==> config.mk <==
export PLATFORM = sky130hd
export DESIGN_NAME = seg_scan_ctrl
export DESIGN_NICKNAME = d
export VERILOG_FILES = /design/src/rtl/seg_pkg.sv /design/src/rtl/seg_hex_decode.sv /design/src/rtl/seg_scan_ctrl.sv
export SDC_FILE = /design/constraint.sdc
export NUM_CORES = 1
export LEC_CHECK = 0
export ABC_AREA = 1
export BUFFER_PORTS_ARGS = -buffer_cell sky130_fd_sc_hd__buf_2
export CAP_MARGIN = 20
export CORE_ASPECT_RATIO = 1.2
export CORE_MARGIN = 3
export CORE_UTILIZATION = 26
export CTS_BUF_LIST = sky130_fd_sc_hd__clkbuf_4
export DETAILED_ROUTE_END_ITERATION = 12
export PLACE_DENSITY_LB_ADDON = 0.15
export SLEW_MARGIN = 10
export SYNTH_ARGS = -nofsm -noshare
export SYNTH_HDL_FRONTEND = slang
export SYNTH_SLANG_ARGS = --single-unit
==> constraint.sdc <==
create_clock -name clock_i -period 2.7 [get_ports clock_i]
set_input_delay 0.27 -clock clock_i [delete_from_list [all_inputs] [get_ports clock_i]]
set_output_delay 0.27 -clock clock_i [all_outputs]
set_load 0.05 [all_outputs]
==> src/rtl/seg_pkg.sv <==
// Shared types and constants for the multiplexed 7-segment scan controller.
package seg_pkg;

  typedef enum logic [1:0] {
    IDLE  = 2'd0,
    OWN_A = 2'd1,
    OWN_B = 2'd2
  } seg_state_t;

  localparam int SLOT_TICKS = 16;
  localparam int NDIG       = 4;

  // Segment order per entry is A,B,C,D,E,F,G (A in bit 6).
  localparam logic [6:0] HEX_SEG [16] = '{
    7'b1111110, 7'b0110000, 7'b1101101, 7'b1111001,
    7'b0110011, 7'b1011011, 7'b1011111, 7'b1110000,
    7'b1111111, 7'b1111011, 7'b1110111, 7'b0011111,
    7'b1001110, 7'b0111101, 7'b1001111, 7'b1000111
  };

  function automatic seg_state_t arb_next(input seg_state_t cur, input logic ra,
                                          input logic rb, input logic hold_ok);
    seg_state_t nxt;
    nxt = cur;
    case (cur)
      IDLE: begin
        if (ra)      nxt = OWN_A;
        else if (rb) nxt = OWN_B;
      end
      OWN_A: begin
        if (!ra) nxt = rb ? OWN_B : IDLE;
      end
      OWN_B: begin
        if (!rb)                nxt = ra ? OWN_A : IDLE;
        else if (ra && hold_ok) nxt = OWN_A;
      end
      default: nxt = IDLE;
    endcase
    return nxt;
  endfunction

endpackage

==> src/rtl/seg_hex_decode.sv <==
// Combinational hex nibble to 7-segment (A..G) decoder.
module seg_hex_decode
  import seg_pkg::*;
(
  input  logic [3:0] nib_i,
  output logic [6:0] seg_o
);

  assign seg_o = HEX_SEG[nib_i];

endmodule

==> src/rtl/seg_scan_ctrl.sv <==
// 4-digit 7-segment scan controller: frame-coherent two-requester arbitration,
// per-slot dead time and PWM brightness, hex decode.
module seg_scan_ctrl
  import seg_pkg::*;
#(
  parameter int CLK_DIV    = 1000,
  parameter int DEAD_TICKS = 1,
  parameter int MIN_HOLD   = 4
) (
  input  logic        clock_i,
  input  logic        reset_i,
  input  logic        req_a_i,
  input  logic [15:0] val_a_i,
  input  logic        req_b_i,
  input  logic [15:0] val_b_i,
  input  logic [3:0]  brightness_i,
  input  logic [3:0]  blank_mask_i,
  input  logic [3:0]  dp_mask_i,
  output logic        grant_a_o,
  output logic        grant_b_o,
  output logic [7:0]  segments_o,
  output logic [3:0]  digit_o
);

  localparam int PW = (CLK_DIV > 2) ? $clog2(CLK_DIV) : 1;
  localparam int HW = $clog2(MIN_HOLD + 1);
  localparam logic [PW-1:0] PRESC_LAST = PW'(CLK_DIV - 1);
  localparam logic [HW-1:0] HOLD_MAX   = HW'(MIN_HOLD);
  localparam logic [4:0]    DEAD       = 5'(DEAD_TICKS);

  logic [PW-1:0] presc_q;
  logic [3:0]    slot_q;
  logic [1:0]    dig_q;
  seg_state_t    state_q, state_d;
  logic [HW-1:0] hold_q, hold_sat;
  logic [15:0]   latched_q;
  logic          grant_a_q, grant_b_q;
  logic [7:0]    segments_q;
  logic [3:0]    digit_q;

  logic          tick, frame_end, lit;
  logic [3:0]    nibble;
  logic [6:0]    hex_seg;
  logic [4:0]    slot_ext;

  assign tick      = (presc_q == PRESC_LAST);
  assign frame_end = tick && (slot_q == 4'd15) && (dig_q == 2'd3);
  assign nibble    = latched_q[{dig_q, 2'b00} +: 4];
  assign slot_ext  = {1'b0, slot_q};
  assign lit       = (slot_ext >= DEAD) && ((slot_ext - DEAD) < {1'b0, brightness_i})
                     && !blank_mask_i[dig_q];

  seg_hex_decode u_hex (
    .nib_i (nibble),
    .seg_o (hex_seg)
  );

  always_ff @(posedge clock_i) begin
    if (reset_i) begin
      presc_q    <= '0;
      slot_q     <= '0;
      dig_q      <= '0;
      digit_q    <= '0;
      segments_q <= '0;
    end else begin
      presc_q <= tick ? '0 : presc_q + 1'b1;
      if (tick) begin
        slot_q <= slot_q + 1'b1;
        if (slot_q == 4'd15) dig_q <= dig_q + 1'b1;
      end
      digit_q    <= lit ? (4'b0001 << dig_q) : 4'b0000;
      segments_q <= lit ? {hex_seg, dp_mask_i[dig_q]} : 8'h00;
    end
  end

  // Hold counts completed frames, so the value used at a boundary includes the frame just ending.
  assign hold_sat = (hold_q == HOLD_MAX) ? hold_q : hold_q + 1'b1;
  assign state_d  = arb_next(state_q, req_a_i, req_b_i, hold_sat == HOLD_MAX);

  always_ff @(posedge clock_i) begin
    if (reset_i) begin
      state_q   <= IDLE;
      hold_q    <= '0;
      latched_q <= '0;
      grant_a_q <= 1'b0;
      grant_b_q <= 1'b0;
    end else if (frame_end) begin
      state_q   <= state_d;
      hold_q    <= (state_d != state_q) ? '0 : hold_sat;
      grant_a_q <= (state_d == OWN_A);
      grant_b_q <= (state_d == OWN_B);
      case (state_d)
        OWN_A:   latched_q <= val_a_i;
        OWN_B:   latched_q <= val_b_i;
        default: ;
      endcase
    end
  end

  assign grant_a_o  = grant_a_q;
  assign grant_b_o  = grant_b_q;
  assign segments_o = segments_q;
  assign digit_o    = digit_q;

endmodule

==> run summary, run 1 <==
Run status: completed
Main flop type after synthesis: dfxtp_1
CTS-repair resized insts: 0
Final instance area: 3390 um^2
Cell Pwr Density: 351 nW/um^2
# Max-Cap Violations: 0
Area growth from synthesis to layout: 16.7%
Number of hold violations in the final report: 0
Number of buffers on the longest clock path: 2
Most frequent cell after synthesis: nand2_1
Slew @ Worst Pin: 0.601 ns
Clock net sink count: 51
Final weighted congestion of routability-driven global placement: 0.803
Distinct cell type count of the synthesized netlist: 37
DR DRC count: 0
Final min period: 2.43 ns
DIE HEIGHT: 122 um
Area enclosed by the die boundary: 12,500 um^2
Setup repair after global routing missed its margin: false
Initial cell density of the core: 27.1%
CP startpoint kind: flip-flop
Share of the core filled with cells: 31.6%
Minimum setup slack in the final design: 0.274 ns
Vias in the first global route: 2,650
F_max: 412 MHz
Detail Route Antenna Nets: 0
Final setup violating endpoints: 0
Drt wl/cell: 11.7 um
Post-Route WL: 6810 um
Count of boundary I/O pins: 62
Total routing usage reported by global routing: 11.6%
Clock transition at the registers of the reported paths: 0.15 ns
Req. time, crit path: 2.93 ns
Fraction of synthesized cell area taken by the top area cell type: 35.1%
Gate count of the mapped netlist: 391
Net count of the mapped netlist: 458
Warnings from Yosys: 0
Post-synthesis register bit count: 51
Tightest slew margin relative to the limit: 60.0%
Final clock skew: 0.0191 ns
Top cells by instance count after synthesis: nand2_1, dfxtp_1, inv_1
Largest net degree at the start of global routing: 26
Row cnt: 41
CTS tree: built
Routed vias/inst: 4.41
Clk Latency, worst-skew pair: 0.37 ns
Largest area contributor in the synthesized netlist: dfxtp_1
Maximum vdd ir drop: 143 uV
Std-Cell Core Area: 10,700 um^2
Die width: 103 um
Worst hold-check path type: in -> reg
Total Negative Setup Slacks: 0 ns
CTS root buf: clkbuf_4
Antenna violations before repair: 0
Worst setup path class: reg -> reg
Number of slew-limit violations in the final report: 0
Synthesized area per cell: 7.43 um^2
Total via count after detailed routing: 2,570
Switching power summed over all nets: 0.291 mW
Port bufs: 61
Crit. End Element: flip-flop
Biggest area contributors in the synthesized netlist: dfxtp_1, nand2_1, ha_1
Fraction of final layout cells sized beyond drive strength 1: 26.9%
Arrival @ worst endpoint: 2.65 ns
Area after detailed placement: 3340 um^2
Half-perimeter wire length after placement: 5310 um
Total chip power: 1.19 mW
Post-layout net count: 521
Number of CTS-inserted buffers: 5
Sequential share of the synthesized area: 35.1%
Setup slack of the worst register-to-register path: 0.27 ns
Buffers inserted during post-CTS setup optimization: 0
Async set-or-reset flop fraction in the synthesized netlist: 0%
Router iterations before antenna repair: 5
Period utilisation layout: 89.8%
Internal power contribution: 0.900 mW
Area of the mapped netlist: 2910 um^2
Fraction of power spent switching nets: 24.5%
H-Tree Level Count: 2
First-pass GRT wire length: 11,800 um
GRT overflow: 0
Hold buffers post-CTS: 0
Total inserted antenna cells: 0
Number of DRC violations after detailed-routing iteration 0: 91
Maximum net fanout on the critical path: 17
Pre-CTS worst setup slack: 0.296 ns
Clock Power Share: 27.8%
Number of enable-type register cells in the synthesized netlist: 0
Sequential share of power: 63.7%
Combinational share of power: 8.5%
Cell leakage power: 1.47 nW
==> final timing paths <==
kind,startpoint,end,cells past startpoint
worst max register to register,hold_q[0]$_SDFFE_PP0P_,latched_q[1]$_SDFFE_PP0P_,12
worst max-delay path,hold_q[0]$_SDFFE_PP0P_,latched_q[1]$_SDFFE_PP0P_,12
worst min-delay path,dp_mask_i[0],segments_o[0]$_SDFF_PP0_,4
worst min register to register,presc_q[0]$_SDFF_PP0_,presc_q[0]$_SDFF_PP0_,1
==> registers in the layout, indices dropped and copies added, names as in the netlist <==
name / cells
dig_q: 2
digit_o: 4
grant_a_o: 1
grant_b_o: 1
hold_q: 3
latched_q: 16
presc_q: 10
segments_o: 8
slot_q: 4
state_q: 2
==> power groups by stage <==
stage          combinational (mW)  sequential, mW  clock [mW]
2_1_floorplan              0.0573           0.775           0
3_3_place_gp                0.103           0.775           0
5_1_grt                     0.116           0.760       0.390
4_1_cts                     0.104           0.760       0.362
3_5_place_dp                0.103           0.776           0
6_report                    0.101           0.759       0.331
==> metal layers <==
layer,wire [um],up-vias,track usage [%],part of all wire [%]
met5,0,-,0,0
met4,56,0,2.71,0.82
met3,272,4,2.06,4.0
met2,3440,48,20.7,50
met1,3040,1128,14.4,45
li1,-,1390,-,-
==> worst max-delay path, cell delays in order, from the launching register on <==
cell,delay (ns)
dfxtp_1,0.39
inv_1,0.08
ha_1,0.21
nand2_1,0.08
nand3_1,0.10
nand3_1,0.10
nand2_1,0.07
a21boi_0,0.30
ha_1,0.22
buf_4,0.24
mux2_2,0.37
nand2_1,0.07
a21oi_1,0.06
==> cells by family after synthesis <==
| logic type | Yosys count | synth area share (%) |
|---|---|---|
| simple gates | 179 | 27.6 |
| compound gates | 68 | 13.6 |
| flops | 51 | 35.1 |
| xor+xnor | 4 | 1.21 |
| fa+ha+maj | 19 | 8.18 |
| mux | 16 | 6.20 |
| buf+inv | 54 | 8.09 |
==> layout by cell type (no fill, tap or decap), types with 10 or more instances in the layout <==
| cell | netlist | final |
|---|---|---|
| ha_1 | 19 | 19 |
| buf_2 | 3 | 61 |
| nand2_1 | 97 | 97 |
| mux2_2 | 16 | 16 |
| nand2_2 | 12 | 12 |
| a21oi_1 | 36 | 36 |
| inv_1 | 39 | 39 |
| o21ai_0 | 14 | 14 |
| dfxtp_1 | 51 | 51 |
| a21oi_2 | 10 | 10 |
| nand3_1 | 18 | 18 |
| nor2_1 | 31 | 31 |
==> final cells by class <==
class,count,area [um^2]
fillers,1180,7330
well taps,129,161
flip-flops and latches,51,1020
clock buffers,5,37.5
clock inverters,2,8.76
inverters,43,161
repair buffers,67,350
multi-input cells,286,1650
==> per-stage QoR <==
stage          cells  hold slack (ns)
6_report         583            0.284
5_1_grt          583            0.278
4_1_cts          583            0.269
3_5_place_dp     576            0.439
3_3_place_gp     576            0.428
2_1_floorplan    391            0.417
Power figures use the tool's default switching activity.
==> run 2, diff against run 1 <==
Settings changed: CTS_BUF_LIST sky130_fd_sc_hd__clkbuf_4 to sky130_fd_sc_hd__clkbuf_8.
==> run 2 against run 1 <==
Compared with the run above: worst setup slack improved by 0.026 ns; fmax rose by 1.1%; via count fell by 0.19%; global-route usage barely moved; core utilization rose by 0.39 points; first-iteration DRC count fell by 15%.
==> run summary, run 2 (synthesized netlist as in run 1, its figures left out) <==
Router iterations before antenna repair: 4
Buffers inserted during post-CTS setup optimization: 0
Half-perimeter wire length after placement: 5310 um
Number of hold violations in the final report: 0
Final setup violating endpoints: 0
Final clock skew: 0.00982 ns
Hold path startpoint: dp_mask_i[0]
Area growth from synthesis to layout: 18.1%
Maximum vdd ir drop: 222 uV
Hold Crit Endpoint: segments_o[0]$_SDFF_PP0_
Total Negative Setup Slacks: 0 ns
Tightest slew margin relative to the limit: 59.7%
Crit. End Element: flip-flop
Total inserted antenna cells: 0
Port bufs: 61
Clock transition at the registers of the reported paths: 0.09 ns
Number of buffers on the longest clock path: 2
Cell depth of the worst flop-to-flop path: 12
Arrival @ worst endpoint: 2.56 ns
WHS Path Cells: 4
Drt wl/cell: 11.7 um
Largest register by flop count: latched_q
Std-Cell Core Area: 10,700 um^2
Maximum net fanout on the critical path: 17
Initial cell density of the core: 27.1%
GRT overflow: 0
Crit path cell chain: inv_1 -> ha_1 -> nand2_1 -> nand3_1 -> nand3_1 -> nand2_1 -> a21boi_0 -> ha_1 -> buf_4 -> mux2_2 -> nand2_1 -> a21oi_1
Longest individual stage delay on the worst path: 0.37 ns
Final min period: 2.40 ns
Routed vias/inst: 4.40
Row cnt: 41
Count of placed standard cells including taps: 576
CTS-repair resized insts: 0
DR DRC count: 0
Req. time, crit path: 2.86 ns
Period utilisation layout: 88.9%
Total routing usage reported by global routing: 11.7%
Hold Slack: 0.352 ns
Critical register-to-register path startpoint: hold_q[0]$_SDFFE_PP0P_
DIE HEIGHT: 122 um
Antenna violations before repair: 0
Number of slew-limit violations in the final report: 0
Hold buffers post-CTS: 0
Final instance area: 3430 um^2
Total via count after detailed routing: 2,565
Slew @ Worst Pin: 0.604 ns
Post-Route WL: 6820 um
CTS root buf: clkbuf_8
Setup repair after global routing missed its margin: false
CTS tree: built
Number of CTS-inserted buffers: 5
Highest-count cells in the layout ignoring fill and taps: nand2_1, buf_2, dfxtp_1
Cell leakage power: 1.49 nW
Finished Layout Cells: 583
H-Tree Level Count: 2
Worst r2r dst: latched_q[1]$_SDFFE_PP0P_
Total buffers and inverters traversed by the critical path: 2
Family with the most delay on the worst path: adder cells
First-pass GRT wire length: 11,800 um
Clock net sink count: 51
Worst hold-check path type: in -> reg
Number of DRC violations after detailed-routing iteration 0: 77
Cell Pwr Density: 382 nW/um^2
Area after detailed placement: 3340 um^2
Final weighted congestion of routability-driven global placement: 0.803
# Max-Cap Violations: 0
Run status: completed
Setup slack of the worst register-to-register path: 0.30 ns
Count of boundary I/O pins: 62
Worst setup path class: reg -> reg
Largest net degree at the start of global routing: 26
Most used cell, CP: nand2_1
Filler Cells Inserted: 1,180
F_max: 417 MHz
CP startpoint kind: flip-flop
Highest-delay cell along the critical path: dfxtp_1
Area enclosed by the die boundary: 12,500 um^2
Startpoint of the worst setup timing path: hold_q[0]$_SDFFE_PP0P_
Vias in the first global route: 2,652
Largest register FFs: 16
Fraction of final layout cells sized beyond drive strength 1: 27.1%
Detail Route Antenna Nets: 0
Most common library cell in the layout ignoring fill and taps: nand2_1
Post-layout net count: 521
Clk Latency, worst-skew pair: 0.30 ns
Die width: 103 um
## run 2: layout make-up
type | instances | area (um^2) | share of cell area (%)
Clock buffer | 6 | 82.6 | 2.41
Clock inverter | 1 | 5.00 | 0.146
Inverter | 43 | 161 | 4.70
Multi-Input combinational cell | 286 | 1650 | 48.1
Sequential cell | 51 | 1020 | 29.7
Tap cell | 129 | 161 | 4.70
Timing Repair Buffer | 67 | 350 | 10.2
## run 2: report_power, final
group | switching [mW] | total [mW] | internal [mW]
Combinational | 0.0505 | 0.101 | 0.0509
Sequential | 0.00284 | 0.758 | 0.755
Clock | 0.250 | 0.452 | 0.202
## run 2: worst reg2reg max path, delay by kind of cell (launching register included)
kind | cells | cell delay (ns)
AOI/OAI and AO/OA | 2 | 0.36
DFF | 1 | 0.37
buffers and inverters | 2 | 0.32
and+or+nand+nor | 5 | 0.42
muxes | 1 | 0.37
adders and majority gates | 2 | 0.43
## run 2: metrics by stage
stage | setup slack, ns | utilization [%] | power [mW]
after floorplan | 0.215 | - | 0.832
after global placement | 0.364 | 31.2 | 0.878
after detailed placement | 0.296 | 31.2 | 0.879
after CTS | 0.267 | 32.0 | 1.34
after global routing | 0.120 | 32.0 | 1.39
final | 0.301 | 32.0 | 1.31
## run 2: worst max-delay path by stage
| stage | to | slack, ns | depth (start not counted) |
|---|---|---|---|
| after global placement | latched_q[15]$_SDFFE_PP0P_ | 0.36 | 12 |
| after floorplan | latched_q[10]$_SDFFE_PP0P_ | 0.21 | 13 |
| after CTS | latched_q[1]$_SDFFE_PP0P_ | 0.27 | 12 |
| after detailed placement | latched_q[1]$_SDFFE_PP0P_ | 0.30 | 12 |
| after global routing | latched_q[6]$_SDFFE_PP0P_ | 0.12 | 12 |
| final | latched_q[1]$_SDFFE_PP0P_ | 0.30 | 12 |
## run 2: layer usage
layer	vias to the layer above	share of wire, %	global-route usage [%]
li1	1387	-	-
met1	1134	45	14.2
met2	42	51	21.0
met3	2	3.8	2.06
met4	0	0.70	2.71
met5	-	0	0
